$ cat src/rtl/invader_formation_ctrl.sv
// invader_formation_ctrl: marches, drops and reverses the monster formation; tracks kills, waves and game over.
// Optional macro SPEEDUP_EN shortens the step period by one frame per completed wave. Rev 1.0
`default_nettype none

module invader_formation_ctrl #(
  parameter int N_MONS       = 5,
  parameter int X_START      = 250,
  parameter int Y_START      = 100,
  parameter int SPACING      = 100,
  parameter int STEP_X       = 2,
  parameter int STEP_Y       = 10,
  parameter int HALF_W       = 5,
  parameter int X_MIN        = 150,
  parameter int X_MAX        = 780,
  parameter int Y_LIMIT      = 430,
  parameter int TICK_DIV     = 4,
  parameter int CLEAR_FRAMES = 60
) (
  input  logic                 clk,
  input  logic                 rst,
  input  logic                 frame_tick,
  input  logic                 enable,
  input  logic [N_MONS-1:0]    kill,
  output logic [10*N_MONS-1:0] xpos_all,
  output logic [9:0]           ypos,
  output logic [N_MONS-1:0]    alive,
  output logic                 dir_right,
  output logic [3:0]           wave_num,
  output logic                 wave_clear,
  output logic                 game_over
);

  localparam int IW  = (N_MONS > 1) ? $clog2(N_MONS) : 1;
  localparam int TCW = (TICK_DIV > 1) ? $clog2(TICK_DIV + 1) : 1;
  localparam int CCW = (CLEAR_FRAMES > 1) ? $clog2(CLEAR_FRAMES + 1) : 1;

  typedef enum logic [2:0] {
    IDLE    = 3'd0,
    MARCH   = 3'd1,
    DESCEND = 3'd2,
    CLEAR   = 3'd3,
    OVER    = 3'd4
  } state_t;

  state_t             state, state_n;
  logic [9:0]         xbase, xbase_n, ypos_n;
  logic [N_MONS-1:0]  alive_n, alive_kill;
  logic               dir_right_n, wave_clear_n, game_over_n;
  logic [3:0]         wave_num_n;
  logic [TCW-1:0]     tick_cnt, tick_cnt_n, period;
  logic [CCW-1:0]     clear_cnt, clear_cnt_n;
  logic [IW-1:0]      lidx, ridx;
  logic [10:0]        right_x, left_x, y_next;
  logic               right_block, left_block, running, tick_en, step_evt;

  for (genvar i = 0; i < N_MONS; i++) begin : g_xpos
    assign xpos_all[10*i +: 10] = xbase + 10'(i * SPACING);
  end

  // Leftmost / rightmost alive index from the registered (pre-kill) mask
  always_comb begin
    lidx = '0;
    ridx = '0;
    for (int i = N_MONS - 1; i >= 0; i--)
      if (alive[i]) lidx = IW'(i);
    for (int i = 0; i < N_MONS; i++)
      if (alive[i]) ridx = IW'(i);
  end

  assign right_x     = {1'b0, xbase} + 11'(int'(ridx) * SPACING) + 11'(STEP_X + HALF_W);
  assign left_x      = {1'b0, xbase} + 11'(int'(lidx) * SPACING);
  assign right_block = right_x > 11'(X_MAX);
  assign left_block  = left_x < 11'(X_MIN + STEP_X + HALF_W);
  assign y_next      = {1'b0, ypos} + 11'(STEP_Y);

`ifdef SPEEDUP_EN
  assign period = (int'(wave_num) >= TICK_DIV - 1) ? TCW'(1) : TCW'(TICK_DIV - int'(wave_num));
`else
  assign period = TCW'(TICK_DIV);
`endif

  assign running    = (state == MARCH) || (state == DESCEND);
  assign tick_en    = frame_tick & enable;
  assign step_evt   = tick_en & running & (tick_cnt == period - TCW'(1));
  assign alive_kill = alive & ~kill;

  always_comb begin
    state_n      = state;
    xbase_n      = xbase;
    ypos_n       = ypos;
    alive_n      = alive;
    dir_right_n  = dir_right;
    tick_cnt_n   = tick_cnt;
    clear_cnt_n  = clear_cnt;
    wave_num_n   = wave_num;
    wave_clear_n = 1'b0;
    game_over_n  = game_over;
    case (state)
      IDLE: if (enable) state_n = MARCH;
      MARCH, DESCEND: begin
        if (alive_kill == '0) begin
          // Wave cleared: this cycle's step is dropped and the formation reloads
          state_n      = CLEAR;
          wave_clear_n = 1'b1;
          wave_num_n   = (wave_num == 4'hF) ? wave_num : wave_num + 4'd1;
          xbase_n      = 10'(X_START);
          ypos_n       = 10'(Y_START);
          alive_n      = '1;
          dir_right_n  = 1'b1;
          tick_cnt_n   = '0;
          clear_cnt_n  = '0;
        end else begin
          alive_n = alive_kill;
          if (step_evt)     tick_cnt_n = '0;
          else if (tick_en) tick_cnt_n = tick_cnt + TCW'(1);
          if (step_evt && state == MARCH) begin
            if (dir_right ? right_block : left_block) state_n = DESCEND;
            else if (dir_right) xbase_n = xbase + 10'(STEP_X);
            else                xbase_n = xbase - 10'(STEP_X);
          end else if (step_evt) begin
            ypos_n      = y_next[9:0];
            dir_right_n = ~dir_right;
            if (y_next >= 11'(Y_LIMIT)) begin
              state_n     = OVER;
              game_over_n = 1'b1;
            end else begin
              state_n = MARCH;
            end
          end
        end
      end
      CLEAR: if (tick_en) begin
        if (clear_cnt == CCW'(CLEAR_FRAMES - 1)) begin
          state_n     = MARCH;
          clear_cnt_n = '0;
        end else begin
          clear_cnt_n = clear_cnt + CCW'(1);
        end
      end
      default: ;
    endcase
  end

  always_ff @(posedge clk or posedge rst) begin
    if (rst) begin
      state      <= IDLE;
      xbase      <= 10'(X_START);
      ypos       <= 10'(Y_START);
      alive      <= '1;
      dir_right  <= 1'b1;
      tick_cnt   <= '0;
      clear_cnt  <= '0;
      wave_num   <= '0;
      wave_clear <= 1'b0;
      game_over  <= 1'b0;
    end else begin
      state      <= state_n;
      xbase      <= xbase_n;
      ypos       <= ypos_n;
      alive      <= alive_n;
      dir_right  <= dir_right_n;
      tick_cnt   <= tick_cnt_n;
      clear_cnt  <= clear_cnt_n;
      wave_num   <= wave_num_n;
      wave_clear <= wave_clear_n;
      game_over  <= game_over_n;
    end
  end

endmodule

`default_nettype wire

$ cat config.mk
export PLATFORM = sky130hd
export DESIGN_NAME = invader_formation_ctrl
export DESIGN_NICKNAME = d
export VERILOG_FILES = /design/src/rtl/invader_formation_ctrl.sv
export SDC_FILE = /design/constraint.sdc
export NUM_CORES = 1
export LEC_CHECK = 0
export BUFFER_PORTS_ARGS = -buffer_cell sky130_fd_sc_hd__buf_2
export CELL_PAD_IN_SITES_DETAIL_PLACEMENT = 0
export CELL_PAD_IN_SITES_GLOBAL_PLACEMENT = 1
export CORE_MARGIN = 2
export CORE_UTILIZATION = 40
export CTS_BUF_LIST = sky130_fd_sc_hd__clkbuf_4 sky130_fd_sc_hd__clkbuf_8
export DETAILED_ROUTE_END_ITERATION = 8
export MAX_ROUTING_LAYER = met4
export PLACE_DENSITY = 0.89
export SKIP_LAST_GASP = 1
export SYNTH_ARGS = -nofsm -noshare
export SYNTH_HDL_FRONTEND = slang
export SYNTH_SLANG_ARGS = --single-unit
$ cat constraint.sdc
create_clock -name clk -period 9.1 [get_ports clk]
set_clock_uncertainty 0.1 [all_clocks]
set_input_delay 1.365 -clock clk [delete_from_list [all_inputs] [get_ports clk]]
set_output_delay 1.365 -clock clk [all_outputs]
set_load 0.1 [all_outputs]
# == Word-level counts from Yosys, hierarchy flattened ==
# Cells that the tools add are included.
# op_classes
addsub,13
mul,2
order_cmp,3
eq_ne,14
n_mux,39
n_bitwise,9
n_reduce_logical,17
# ops
cell,n
10-bit 2-to-1 mux,7
3-bit 2-to-1 mux,19
10-bit by 10-bit adder with 11-bit output,2
10-bit by 9-bit adder with 10-bit output (second input constant),2
6-bit 2-to-1 mux,3
3-bit by 5-bit multiplier with 8-bit output (second input constant),2
2-bit != test (second input constant),6
6-bit one-hot mux with 2 select lines,1
3-bit AND reduction,4
10-bit by 4-bit adder with 11-bit output (second input constant),1
11-bit by 3-bit adder with 11-bit output (second input constant),1
11-bit by 9-bit >= comparator with 1-bit output (second input constant),1
11-bit by 10-bit greater-than comparator with 1-bit output (second input constant),1
11-bit by 8-bit less-than comparator with 1-bit output (second input constant),1
10-bit by 2-bit adder with 10-bit output (second input constant),1
10-bit by 7-bit adder with 10-bit output (second input constant),1
10-bit by 8-bit adder with 10-bit output (second input constant),1
10-bit by 2-bit subtractor with 10-bit output (second input constant),1
3-bit by 2-bit == test with 1-bit output (second input constant),3
3-bit one-hot mux with 3 select lines,1
4-bit != test (second input constant),2
1-bit 2-to-1 mux,7
6-bit by 1-bit adder with 6-bit output (second input constant),1
6-bit == test (second input constant),1
other kinds (19),27
# word_totals
reg_bits,44
input_bits,9
elab_cells,107

# == Depth between registers and ports, before layout ==
# Gate-level depths: netlist (run 1).
# depth
ltp_word,13
depth_mapped,14
depth_no_buf,14

# == Least setup slack after synthesis (run 1) ==
# Ideal clock, no wire load.
# synth_path
kind,reg-to-output
startpoint,register xbase[2]
endpoint,output port xpos_all[36]
t_arrival_ns,4.003
t_required_ns,7.635
slack_ns,3.632
stages_incl_launch_ff,6
path_cell_list,dfrtp_1 -> inv_1 -> ha_1 -> inv_1 -> a21oi_1 -> xnor2_1
# synth_via
elab_chain_len,1
# synth_lines
element,line_no,text
"start, declared",46,"logic [9:0] xbase, xbase_n, ypos_n;"
"start signal, assigned",147,xbase <= 10'(X_START);
"start signal, assigned",158,xbase <= xbase_n;
10-bit by 9-bit adder with 10-bit output,57,assign xpos_all[10*i +: 10] = xbase + 10'(i * SPACING);
"end, declared",24,"output logic [10*N_MONS-1:0] xpos_all,"
# No other way between the ends.

# == Worst setup path in the final report (run 1) ==
# layout_path
startpoint,register xbase[3]
endpoint,output port xpos_all[39]
# The elaborated chain is that of the path after synthesis.

==> summary.md, run 1 <==
| Metric | Value |
|---|---|
| # clock sinks | `42` |
| RePlAce Congestion | `0.8578` |
| Crit end category | `primary output` |
| Crit path kind | `reg -> out` |
| CTS root buffer | `clkbuf_8` |
| Via/cell ratio | `~5.4` |
| Hold crit path type | `reg -> reg` |
| CTS tree | `built` |
| CP required | `7640 ps` |
| Reg2reg end | `state[1]` |
| Drt wl/cell | `~14 um` |
| Worst-case reg-to-reg path depth | `13` |
| Synth Instances | `465` |
| Share of layout cells above drive strength 1 | `0.2326` |
| WHS Path Cells | `1` |
| Clk slew on worst S/H paths | `100 ps` |
| Yosys top cell by area | `dfrtp_1` |
| Syn_area_per_cell | `8.608 sq um` |
| Post-synth top area share | `0.1688` |
| RSZ-0062 raised after global routing | `false` |
| Yosys reg bits | `42` |
| # Post-CTS Setup Buffers | `0` |
| Initial Util | `0.4114` |
| Post-Syn Area | `4003 sq um` |
| Die Wd | `104.0 um` |
| Largest net degree at the start of global routing | `43` |
| # setup viols final | `0` |
| Total track usage | `0.1788` |
| Post-synth EDFFs | `0` |
| Critical-path top delay cell | `dfstp_2` |
| Synth top area cells | `dfrtp_1, ha_1, dfstp_2, xnor2_1, a21oi_1` |
| Clock Latency Late Sink | `between 300 and 400 ps` |
| Setup TNS Final | `0 ps` |
| Period utilization | `0.4371` |
| 1st-iter DRT viols | `146` |
| First-pass DRT Iterations | `4` |
| DPL Wire Length | `7457 um` |
| Post-synth ARST share | `1.000` |
| Hold_sp | `game_over` |
| Sequential cell area | `1070 sq um` |
| NumNets Final | `590` |
| R2R Setup Slk | `5480 ps` |
| Vias after detailed routing | `between 3000 and 4000` |
| Vias in the first global route | `between 3000 and 4000` |
| DR DRC count | `0` |
| CP peak stage delay | `between 600 and 700 ps` |
| Total grt overflow | `0` |
| Core area | `9729 sq um` |
| Max Cap Viol | `0` |
| Routed WL | `9372 um` |
| DIE HEIGHT | `104.0 um` |
| First-pass GRT wire length | `15890 um` |
| Row cnt | `36` |
| Number of port buffers | `74` |
| IO Count | `81` |
| Final ANT Viol Nets | `0` |
| Post_cts resized | `0` |
| Outcome | `complete, no violations` |
| Crit path max fanout | `10` |
| Worst Tran Pin Value | `~960 ps` |
| Fin crit period | `3977 ps` |
| Crit-path cells | `inv_1 -> ha_1 -> a21oi_1 -> nand2_1 -> a31oi_1 -> xnor2_1 -> buf_2` |
| CTS HTree Levels | `2` |
| Count of final max-slew check failures | `0` |
| Fillcell total | `985` |
| FMAX | `0.2514 GHz` |
| Ys flop type | `dfrtp_1` |
| Synthesis-to-layout area growth | `14.29%` |
| Hold-fix buffers, CTS | `0` |
| Post-synth cell types | `between 70 and 80` |
| Critical Path AT | `2510 ps` |
| CTS buffer count | `5` |
| Hold Violations, Final | `0` |
| Initial antenna violation count | `0` |
| Sequential-to-total area share from yosys stat | `0.2673` |
| YS warnings | `0` |
| Multi-input logic area | `2695 sq um` |
| # diodes | `0` |
| Crit path launch type | `flip-flop` |
| Die Area | `10820 sq um` |
| Hold endpoint | `game_over` |
| CTS max path bufs | `2` |
| Relative slew slack | `0.3560` |
| Reg2reg start | `alive[2]` |
==> area by class of cell <==
cell class	count	area share
Multi-Input combinational cell	374	0.5892
Sequential cell	42	0.2339
Timing Repair Buffer	75	0.08260
Tap cell	133	0.03638
Inverter	34	0.02790
Clock buffer	5	0.01504
Clock inverter	3	0.01504
==> stage by stage <==
stage,area (sq um),worst slack (ps),instances,util,hold slack (ps)
after floorplan,4029,3632,472,-,377.1
after global placement,4437,5436,658,0.4560,344.3
after detailed placement,4437,5437,658,0.4560,350.7
after CTS,4574,5101,666,0.4702,374.9
after global routing,4574,5008,666,0.4702,404.4
final,4574,5123,666,0.4702,367.4
==> layer usage <==
metal / vias to the layer above / track usage / part of all wire
met4: 0 / 0.04054 / 0.012
li1: 1791 / - / -
met2: 91 / 0.2984 / 0.48
met3: 12 / 0.02444 / 0.042
met5: - / - / 0
met1: 1701 / 0.2315 / 0.47
==> placed cells by master, fill, tap and decap left out, drive strengths merged, types with 3 or more instances in the layout <==
cell / n
a2bb2oi: 6
o21ai: 28
o22ai: 3
a31oi: 5
nand2: 41
a211oi: 10
nor3b: 3
or3: 3
xor2: 10
dfstp: 15
dfrtp: 27
nor4: 3
a21o: 9
o21bai: 5
nand3: 14
fa: 3
a21oi: 40
inv: 33
mux2: 4
nor2b: 4
a22o: 3
o211a: 3
or2: 6
o2111ai: 4
and3: 7
buf: 75
xnor2: 25
and2b: 3
and2: 3
ha: 46
o211ai: 7
clkbuf: 5
nor3: 10
conb: 8
nand2b: 6
nor2: 26
==> worst max path at each step <==
stage	start	to
floorplan	xbase[2]	xpos_all[36]
global placement	xbase[3]	xpos_all[39]
detailed placement	kill[0]	wave_num[1]
CTS	xbase[3]	xpos_all[39]
global route	xbase[3]	xpos_all[39]
finish	xbase[3]	xpos_all[39]
==> logic make-up after synthesis <==
group                      share of synthesized area
AOI/OAI and AO/OA                             0.2438
and+or+nand+nor                               0.1754
other                                      0.0009369
adders and majority gates                     0.1588
buffers and inverters                        0.06595
DFF                                           0.2673
muxes                                        0.01125
xor gates and xnor gates                     0.07659
==> state kept, by name, indices dropped and copies added, names as in the netlist <==
name        count
game_over       1
ypos            9
wave_clear      1
state           3
alive           5
tick_cnt        3
clear_cnt       6
dir_right       1
wave_num        4
xbase           9
==> critical path, delay by kind of cell (launching register included) <==
family / cells / cell delay [ps]
AO/OA/AOI/OAI: 2 / 420
XOR/XNOR: 1 / 130
flip-flops: 1 / 680
AND/OR/NAND/NOR: 1 / 130
adder cells (fa/ha/maj): 1 / 230
buffers and inverters: 2 / 630
==> synth_stat cells, drive strengths merged, types with 10 or more instances <==
cell    number
ha          46
nand2       41
a21oi       40
inv         33
o21ai       28
dfrtp       27
nor2        26
xnor2       25
buf         16
dfstp       15
nand3       14
a211oi      10
nor3        10
xor2        10
Power of run 1 is not shown: default switching activity piles up to over one toggle a cycle in this logic, so the estimate is an artifact.
==> run 2: changes to the inputs <==
--- a/config.mk
+++ b/config.mk
@@ -9,11 +9,11 @@
 export CELL_PAD_IN_SITES_DETAIL_PLACEMENT = 0
 export CELL_PAD_IN_SITES_GLOBAL_PLACEMENT = 1
 export CORE_MARGIN = 2
-export CORE_UTILIZATION = 40
+export CORE_UTILIZATION = 39
 export CTS_BUF_LIST = sky130_fd_sc_hd__clkbuf_4 sky130_fd_sc_hd__clkbuf_8
 export DETAILED_ROUTE_END_ITERATION = 8
 export MAX_ROUTING_LAYER = met4
-export PLACE_DENSITY = 0.89
+export PLACE_DENSITY = 0.91
 export SKIP_LAST_GASP = 1
 export SYNTH_ARGS = -nofsm -noshare
 export SYNTH_HDL_FRONTEND = slang
==> constraint.sdc (replaced) <==
create_clock -name clk -period 3.3 [get_ports clk]
set_clock_uncertainty 0.1 [all_clocks]
set_input_delay 0.495 -clock clk [delete_from_list [all_inputs] [get_ports clk]]
set_output_delay 0.495 -clock clk [all_outputs]
set_load 0.1 [all_outputs]
==> run 2 against run 1 <==
  * The run now ends with setup timing left
  * Register-to-register slack lost 5500 ps
  * Wire length is 16% higher
  * Count of clock-buffer cells in the layout unchanged
  * Hold slack got worse by 84 ps
  * Flip-flop and latch count stayed put
  * Die area up 2.5%
  * Final area is 20% higher
  * Via count increased by 7.0%
  * Global-route usage grew 2.5 points
  * Critical endpoint is now xbase[9]
  * Largest cell class unchanged
==> summary.md, run 2 (same netlist as run 1, synthesis figures left out) <==
| Metric | Value |
|---|---|
| Outcome | `complete, but fails checks (was complete, no violations)` |
| Failing checks | `setup timing` |
| Hold crit path type | `in -> async (was reg -> reg)` |
| Crit end category | `flip-flop (was primary output)` |
| Total grt overflow | `0 (unchanged)` |
| Crit path max fanout | `4 (was 10)` |
| Reg2reg start | `alive[1] (was alive[2])` |
| Row cnt | `36 (unchanged)` |
| Period utilization | `1.011` |
| NumNets Final | `638 (was 590)` |
| Metal-1 WL | `4852 um (was 4399 um)` |
| Biggest regs | `xbase (9), ypos (9), clear_cnt (6) (unchanged)` |
| R2R Setup Slk | `-30 ps (was 5480 ps)` |
| CTS root buffer | `clkbuf_8 (unchanged)` |
| CP required | `3420 ps (was 7640 ps)` |
| FMAX | `0.2999 GHz` |
| # clock sinks | `42 (unchanged)` |
| Critical-path top delay cell | `dfstp_4 (was dfstp_2)` |
| DPL Wire Length | `8132 um (was 7457 um)` |
| CTS buffer count | `5 (unchanged)` |
| First-pass GRT wire length | `18000 um (was 15890 um)` |
| RePlAce Congestion | `0.9152 (was 0.8578)` |
| Total track usage | `0.2033 (was 0.1788)` |
| Routed wl met3 | `488 um (was 393 um)` |
| Vias after detailed routing | `3846 (was 3595)` |
| # diodes | `0 (unchanged)` |
| CP top delay family | `compound AO/OA/AOI/OAI gates (was flip-flops)` |
| CTS tree | `built (unchanged)` |
| First-pass DRT Iterations | `4 (unchanged)` |
| DIE HEIGHT | `105.3 um (was 104.0 um)` |
| Count of final max-slew check failures | `0 (unchanged)` |
| Die Area | `11090 sq um (was 10820 sq um)` |
| Initial antenna violation count | `0 (unchanged)` |
| Fin crit period | `3335 ps` |
| Fin worst setup slack | `-34.71 ps (was 5123 ps)` |
| Largest net degree at the start of global routing | `25 (was 43)` |
| IO Count | `81 (unchanged)` |
| Reg2reg end | `xbase[9] (was state[1])` |
| Crit path launch type | `flip-flop (unchanged)` |
| Most common cell after layout, fill and taps aside | `buf_2 (unchanged)` |
| Routed WL | `10870 um (was 9372 um)` |
| Number of port buffers | `74 (unchanged)` |
| Initial Util | `0.4058 (was 0.4114)` |
| Most frequent cells in the layout | `buf_2, buf_4, nand2_1 (was buf_2, ha_1, nand2_1)` |
| Worst-case reg-to-reg path depth | `13 (unchanged)` |
| Fillcell total | `832 (was 985)` |
| Crit path kind | `reg -> reg (was reg -> out)` |
| Max Cap Viol | `0 (unchanged)` |
| Share of layout cells above drive strength 1 | `0.4148 (was 0.2326)` |
| CTS HTree Levels | `2 (unchanged)` |
| Via/cell ratio | `5.387 (was 5.398)` |
| Critical path launch point | `alive[1] (was xbase[3])` |
| 1st-iter DRT viols | `160 (was 146)` |
| Hold-fix buffers, CTS | `0 (unchanged)` |
| Relative slew slack | `0.3635 (was 0.3560)` |
| Synthesis-to-layout area growth | `37.67% (was 14.29%)` |
| Crit-path cells | `nor2_4 -> o21ai_2 -> inv_1 -> buf_4 -> ha_1 -> a211oi_1 -> o21bai_1 -> a211oi_1 -> nor3_2 -> buf_4 -> a21o_1 -> a2111o_1 -> o211ai_1 (was inv_1 -> ha_1 -> a21oi_1 -> nand2_1 -> a31oi_1 -> xnor2_1 -> buf_2)` |
| Number of cells on the critical path | `13 (was 7)` |
| Setup crit end | `xbase[9] (was xpos_all[39])` |
| Core area | `9864 sq um (was 9729 sq um)` |
| Drt wl/cell | `15.22 um (was 14.07 um)` |
| Clk slew on worst S/H paths | `90 ps (was 100 ps)` |
| CP peak stage delay | `660 ps (was 680 ps)` |
| Met2 routed WL | `5425 um (was 4466 um)` |
| CTS max path bufs | `2 (unchanged)` |
| Worst Tran Pin Value | `951.1 ps (was 962.2 ps)` |
| Hold Violations, Final | `0 (unchanged)` |
| Critical Path AT | `3460 ps (was 2510 ps)` |
| Crit path buf inv count | `3 (was 2)` |
| RSZ-0062 raised after global routing | `true (was false)` |
| DR DRC count | `0 (unchanged)` |
| Final ANT Viol Nets | `0 (unchanged)` |
| Vias in the first global route | `3719 (was 3389)` |
| Place WS | `-182.8 ps (was 5437 ps)` |
| Die Wd | `105.3 um (was 104.0 um)` |
| Clock Latency Late Sink | `310 ps (about the same)` |
| # setup viols final | `1 (was 0)` |
| Max layer used | `met4 (unchanged)` |
-- run 2: final cells by class --
class | count | area (sq um) | area share
clock buffers | 5 | 68.82 | 0.01249
inverters | 34 | 140.1 | 0.02543
clock inverters | 3 | 68.82 | 0.01249
well taps | 133 | 166.4 | 0.03020
multi-input cells | 374 | 3202 | 0.5811
repair buffers | 123 | 772.0 | 0.1401
flip-flops and latches | 42 | 1092 | 0.1982
-- run 2: timing repair --
item                       4_1_cts  5_1_grt
setup endpoints to repair       11       13
setup buffers                    2        0
resized for setup               27       36
pin swaps                       11       21
-- run 2: worst min-delay path by stage --
stage / from / end / slack [ps] / cells past startpoint
floorplan: tick_cnt[1] / tick_cnt[1] / 380 / 1
global placement: game_over / game_over / 350 / 1
detailed placement: game_over / game_over / 350 / 1
CTS: rst / game_over / 300 / 2
global route: rst / game_over / 360 / 2
finish: rst / game_over / 280 / 2
-- run 2: layer usage --
layer	vias up	GRT usage
li1	1897	-
met1	1828	0.2586
met2	109	0.3332
met3	12	0.02288
met4	0	0.07619
met5	-	-
-- run 2: through the flow --
| stage | instance area (sq um) | setup TNS, ps | utilization | hold WS (ps) | std cells |
|---|---|---|---|---|---|
| 3_5_place_dp | 5031 | -1437 | 0.5100 | 352.6 | 704 |
| 6_report | 5510 | -34.71 | 0.5586 | 283.0 | 714 |
| 5_1_grt | 5510 | -969.1 | 0.5586 | 364.4 | 714 |
| 2_1_floorplan | 4263 | -5703 | - | 377.1 | 472 |
| 3_3_place_gp | 5031 | -566.0 | 0.5100 | 348.2 | 704 |
| 4_1_cts | 5340 | 0 | 0.5414 | 297.3 | 714 |
-- run 2: worst reg2reg max path, cell delays in order (launching register included) --
cell	delay, ps
dfstp_4	660
nor2_4	40
o21ai_2	100
inv_1	100
buf_4	150
ha_1	280
a211oi_1	320
o21bai_1	190
a211oi_1	330
nor3_2	120
buf_4	170
a21o_1	190
a2111o_1	410
o211ai_1	100
Power of run 2 is left out for the same reason.
==> run 3: changes to the inputs <==
--- a/config.mk
+++ b/config.mk
@@ -5,15 +5,16 @@
 export SDC_FILE = /design/constraint.sdc
 export NUM_CORES = 1
 export LEC_CHECK = 0
+export ABC_AREA = 1
 export BUFFER_PORTS_ARGS = -buffer_cell sky130_fd_sc_hd__buf_2
 export CELL_PAD_IN_SITES_DETAIL_PLACEMENT = 0
 export CELL_PAD_IN_SITES_GLOBAL_PLACEMENT = 1
 export CORE_MARGIN = 2
-export CORE_UTILIZATION = 39
+export CORE_UTILIZATION = 37
 export CTS_BUF_LIST = sky130_fd_sc_hd__clkbuf_4 sky130_fd_sc_hd__clkbuf_8
 export DETAILED_ROUTE_END_ITERATION = 8
 export MAX_ROUTING_LAYER = met4
-export PLACE_DENSITY = 0.91
+export PLACE_DENSITY = 0.9
 export SKIP_LAST_GASP = 1
 export SYNTH_ARGS = -nofsm -noshare
 export SYNTH_HDL_FRONTEND = slang
==> run 3 against run 2 <==
  * The flow now finishes without violations
  * First-iteration DRC count shrank 5.6%
  * Die area up 11%
  * Maximum frequency increased by 4.6%
  * Wire length fell by 2.5%
  * Utilization down 9.4 points
  * Cell count is 16% higher
  * Non-clock buffer count shrank 35
  * Count of clock-buffer cells in the layout rose by 2
  * Critical path type unchanged
  * Critical endpoint is now xbase[2]
  * Highest routed layer unchanged
==> summary.md, run 3 <==
| Metric | Value |
|---|---|
| Die Wd | `110.8 um (was 105.3 um)` |
| Cell with the most instances after synthesis | `nand2_1 (was ha_1)` |
| Crit path max fanout | `8 (was 4)` |
| CTS root buffer | `clkbuf_8 (unchanged)` |
| Fin util | `0.4649 (was 0.5586)` |
| Clk slew on worst S/H paths | `80 ps (was 90 ps)` |
| Hold Slack | `167.7 ps (was 283.0 ps)` |
| Hold Violations, Final | `0 (unchanged)` |
| Hold-fix buffers, CTS | `0 (unchanged)` |
| 1st-iter DRT viols | `151 (was 160)` |
| Max Cap Viol | `0 (unchanged)` |
| # setup viols final | `0 (was 1)` |
| Net Sw Power | `0.2806 mW` |
| DPL Wire Length | `8415 um (was 8132 um)` |
| Drt wl/cell | `12.82 um (was 15.22 um)` |
| Fin worst setup slack | `112.7 ps (was -34.71 ps)` |
| First-pass DRT Iterations | `4 (unchanged)` |
| Largest net degree at the start of global routing | `28 (was 25)` |
| Setup TNS Final | `0 ps (was -34.71 ps)` |
| RePlAce Congestion | `0.8860 (was 0.9152)` |
| Total power | `0.9981 mW` |
| Most common cell after layout, fill and taps aside | `nand2_1 (was buf_2)` |
| NumNets Final | `741 (was 638)` |
| Hold crit path type | `in -> async (unchanged)` |
| CTS buffer count | `5 (unchanged)` |
| Fillcell total | `1147 (was 832)` |
| Syn_area_per_cell | `7.034 sq um (was 8.608 sq um)` |
| Yosys reg bits | `42 (unchanged)` |
| Clock group share of total power | `0.345` |
| Crit path kind | `reg -> reg (unchanged)` |
| Worst Tran Pin Value | `632.9 ps (was 951.1 ps)` |
| Vias after detailed routing | `4020 (was 3846)` |
| Met2 routed WL | `5039 um (was 5425 um)` |
| DIE HEIGHT | `110.8 um (was 105.3 um)` |
| Leak Pwr | `2.877 nW` |
| Crit end category | `flip-flop (unchanged)` |
| CTS max path bufs | `2 (unchanged)` |
| Post-synth cell types | `41 (was 75)` |
| Clock Latency Late Sink | `290 ps (was 310 ps)` |
| Via/cell ratio | `4.861 (was 5.387)` |
| Crit path launch type | `flip-flop (unchanged)` |
| Synthesis-to-layout area growth | `24.16% (was 37.67%)` |
| YS warnings | `0 (unchanged)` |
| Net Sw Frac | `0.2811` |
| Outcome | `complete, no violations (was complete, but fails checks)` |
| Total track usage | `0.1778 (was 0.2033)` |
| Core area | `11270 sq um (was 9864 sq um)` |
| Logic pwr share | `0.126` |
| Relative slew slack | `0.5768 (was 0.3635)` |
| Die Area | `12280 sq um (was 11090 sq um)` |
| Post-synth top cells | `nand2_1, inv_1, ha_1, nand3_1, nor2_1 (was ha_1, nand2_1, a21oi_1, inv_1, dfrtp_1)` |
| Yosys top cell by area | `dfrtp_1 (unchanged)` |
| Routed WL | `10600 um (was 10870 um)` |
| Post-synth EDFFs | `0 (unchanged)` |
| Critical Path AT | `3270 ps (was 3460 ps)` |
| # diodes | `0 (unchanged)` |
| IO Count | `81 (unchanged)` |
| Biggest regs | `xbase (9), ypos (9), clear_cnt (6) (unchanged)` |
| FMAX | `0.3137 GHz (was 0.2999 GHz)` |
| Worst VDD drop | `around 0.21 mV` |
| Pwr dens | `190.5 nW/um^2` |
| Total grt overflow | `0 (unchanged)` |
| Synth top area cells | `dfrtp_1, nand2_1, ha_1, dfstp_2, inv_1 (was dfrtp_1, ha_1, dfstp_2, xnor2_1, a21oi_1)` |
| RSZ-0062 raised after global routing | `true (unchanged)` |
| Row cnt | `39 (was 36)` |
| Sequential-to-total area share from yosys stat | `0.2535 (was 0.2673)` |
| Routed wl met3 | `507 um (was 488 um)` |
| Ys flop type | `dfrtp_1 (unchanged)` |
| CTS tree | `built (unchanged)` |
| First-pass GRT wire length | `18060 um (was 18000 um)` |
| Final ANT Viol Nets | `0 (unchanged)` |
| Initial antenna violation count | `0 (unchanged)` |
| P_int | `0.7175 mW` |
| Post-Syn Area | `4220 sq um (was 4003 sq um)` |
| CP required | `3380 ps (was 3420 ps)` |
| Max layer used | `met4 (unchanged)` |
| Most frequent cells in the layout | `nand2_1, inv_1, buf_2 (was buf_2, buf_4, nand2_1)` |
| Metal-1 WL | `4950 um (was 4852 um)` |
| CTS HTree Levels | `2 (unchanged)` |
| Place WS | `49.63 ps (was -182.8 ps)` |
| Count of final max-slew check failures | `0 (unchanged)` |
| Number of port buffers | `74 (unchanged)` |
| # clock sinks | `42 (unchanged)` |
| Vias in the first global route | `3987 (was 3719)` |
| DR DRC count | `0 (unchanged)` |
| Period utilization | `0.9658 (was 1.011)` |
| Synth Instances | `600 (was 465)` |
| Post-synth ARST share | `1.000 (unchanged)` |
| Fin crit period | `3187 ps (was 3335 ps)` |
| Initial Util | `0.3744 (was 0.4058)` |
| Sequential group share of total power | `0.529` |
| Share of layout cells above drive strength 1 | `0.2705 (was 0.4148)` |
| Post-synth top area share | `0.1601 (was 0.1688)` |
[run 3: changes by cell type after synthesis, sizes merged, moves of 9 or more]
cell and delta:
nand2 +126, xnor2 -20, inv +72, a211oi -10, a21o -9, xor2 +19, nor2 +13, nand3 +24
[run 3: cell families (layout without fill, tap and decap cells)]
| group | Yosys count | after routing | synth area share |
|---|---|---|---|
| other | 1 | 8 | 0.0008886 |
| XOR/XNOR | 34 | 34 | 0.07056 |
| flip-flops | 42 | 42 | 0.2535 |
| AND/OR/NAND/NOR | 267 | 269 | 0.2828 |
| buffers and inverters | 126 | 201 | 0.1284 |
| adder cells (fa/ha/maj) | 49 | 49 | 0.1506 |
| multiplexers | 1 | 1 | 0.002372 |
| AO/OA/AOI/OAI | 80 | 80 | 0.1109 |
[run 3: worst paths after layout]
path	start	depth (start not counted)	to	slack (ps)
setup / recovery	alive[3]	18	xbase[2]	110
min in group clk	kill[1]	4	alive[1]	340
hold reg to reg	wave_num[3]	1	wave_num[3]	410
max in group asynchronous	rst	3	xbase[6]	2080
hold / removal	rst	2	ypos[3]	170
setup reg to reg	alive[3]	18	xbase[2]	110
[run 3: critical path: stages, from the launching register on]
cell	delay, ps
dfstp_4	650
nor2_4	50
nor3_4	130
inv_2	80
ha_4	260
inv_2	40
ha_4	200
ha_1	370
nand2_1	90
nor2_1	100
nand2_1	80
nand4_1	90
nand3_1	90
nor2_1	110
nand2_1	80
nand2_2	100
nand3_4	170
nand2_8	190
o21ai_2	70
[run 3: layer usage]
layer | GRT usage | vias up
li1 | - | 2043
met1 | 0.2260 | 1877
met2 | 0.2998 | 91
met3 | 0.02952 | 9
met4 | 0.03833 | 0
met5 | - | -
[run 3: layout make-up]
| cell class | instances | area (sq um) | area share |
|---|---|---|---|
| multi-input cells | 441 | 2970 | 0.5669 |
| flip-flops and latches | 42 | 1092 | 0.2085 |
| repair buffers | 88 | 505.5 | 0.09647 |
| inverters | 105 | 401.6 | 0.07665 |
| well taps | 143 | 178.9 | 0.03415 |
| clock buffers | 7 | 83.83 | 0.01600 |
| clock inverters | 1 | 7.507 | 0.001433 |
[run 3: power groups by stage]
stage                     logic, mW  clock network (mW)  registers (mW)
after global routing          0.140               0.380           0.529
after CTS                     0.123               0.356           0.528
after detailed placement      0.122                   0           0.537
final                         0.126               0.344           0.528
after global placement        0.120                   0           0.537
after floorplan              0.0997                   0           0.539
[run 3: metrics by stage]
step                      area [sq um]  std cells
after floorplan                   4532        607
after detailed placement          5054        815
after global routing              5240        827
final                             5240        827
after global placement            5054        815
after CTS                         5145        823
[run 3: repair_timing]
action                     CTS  global route
setup buffers                0             2
resized for setup            0            15
setup endpoints to repair    0            11
(Power assumes the default switching activity.)
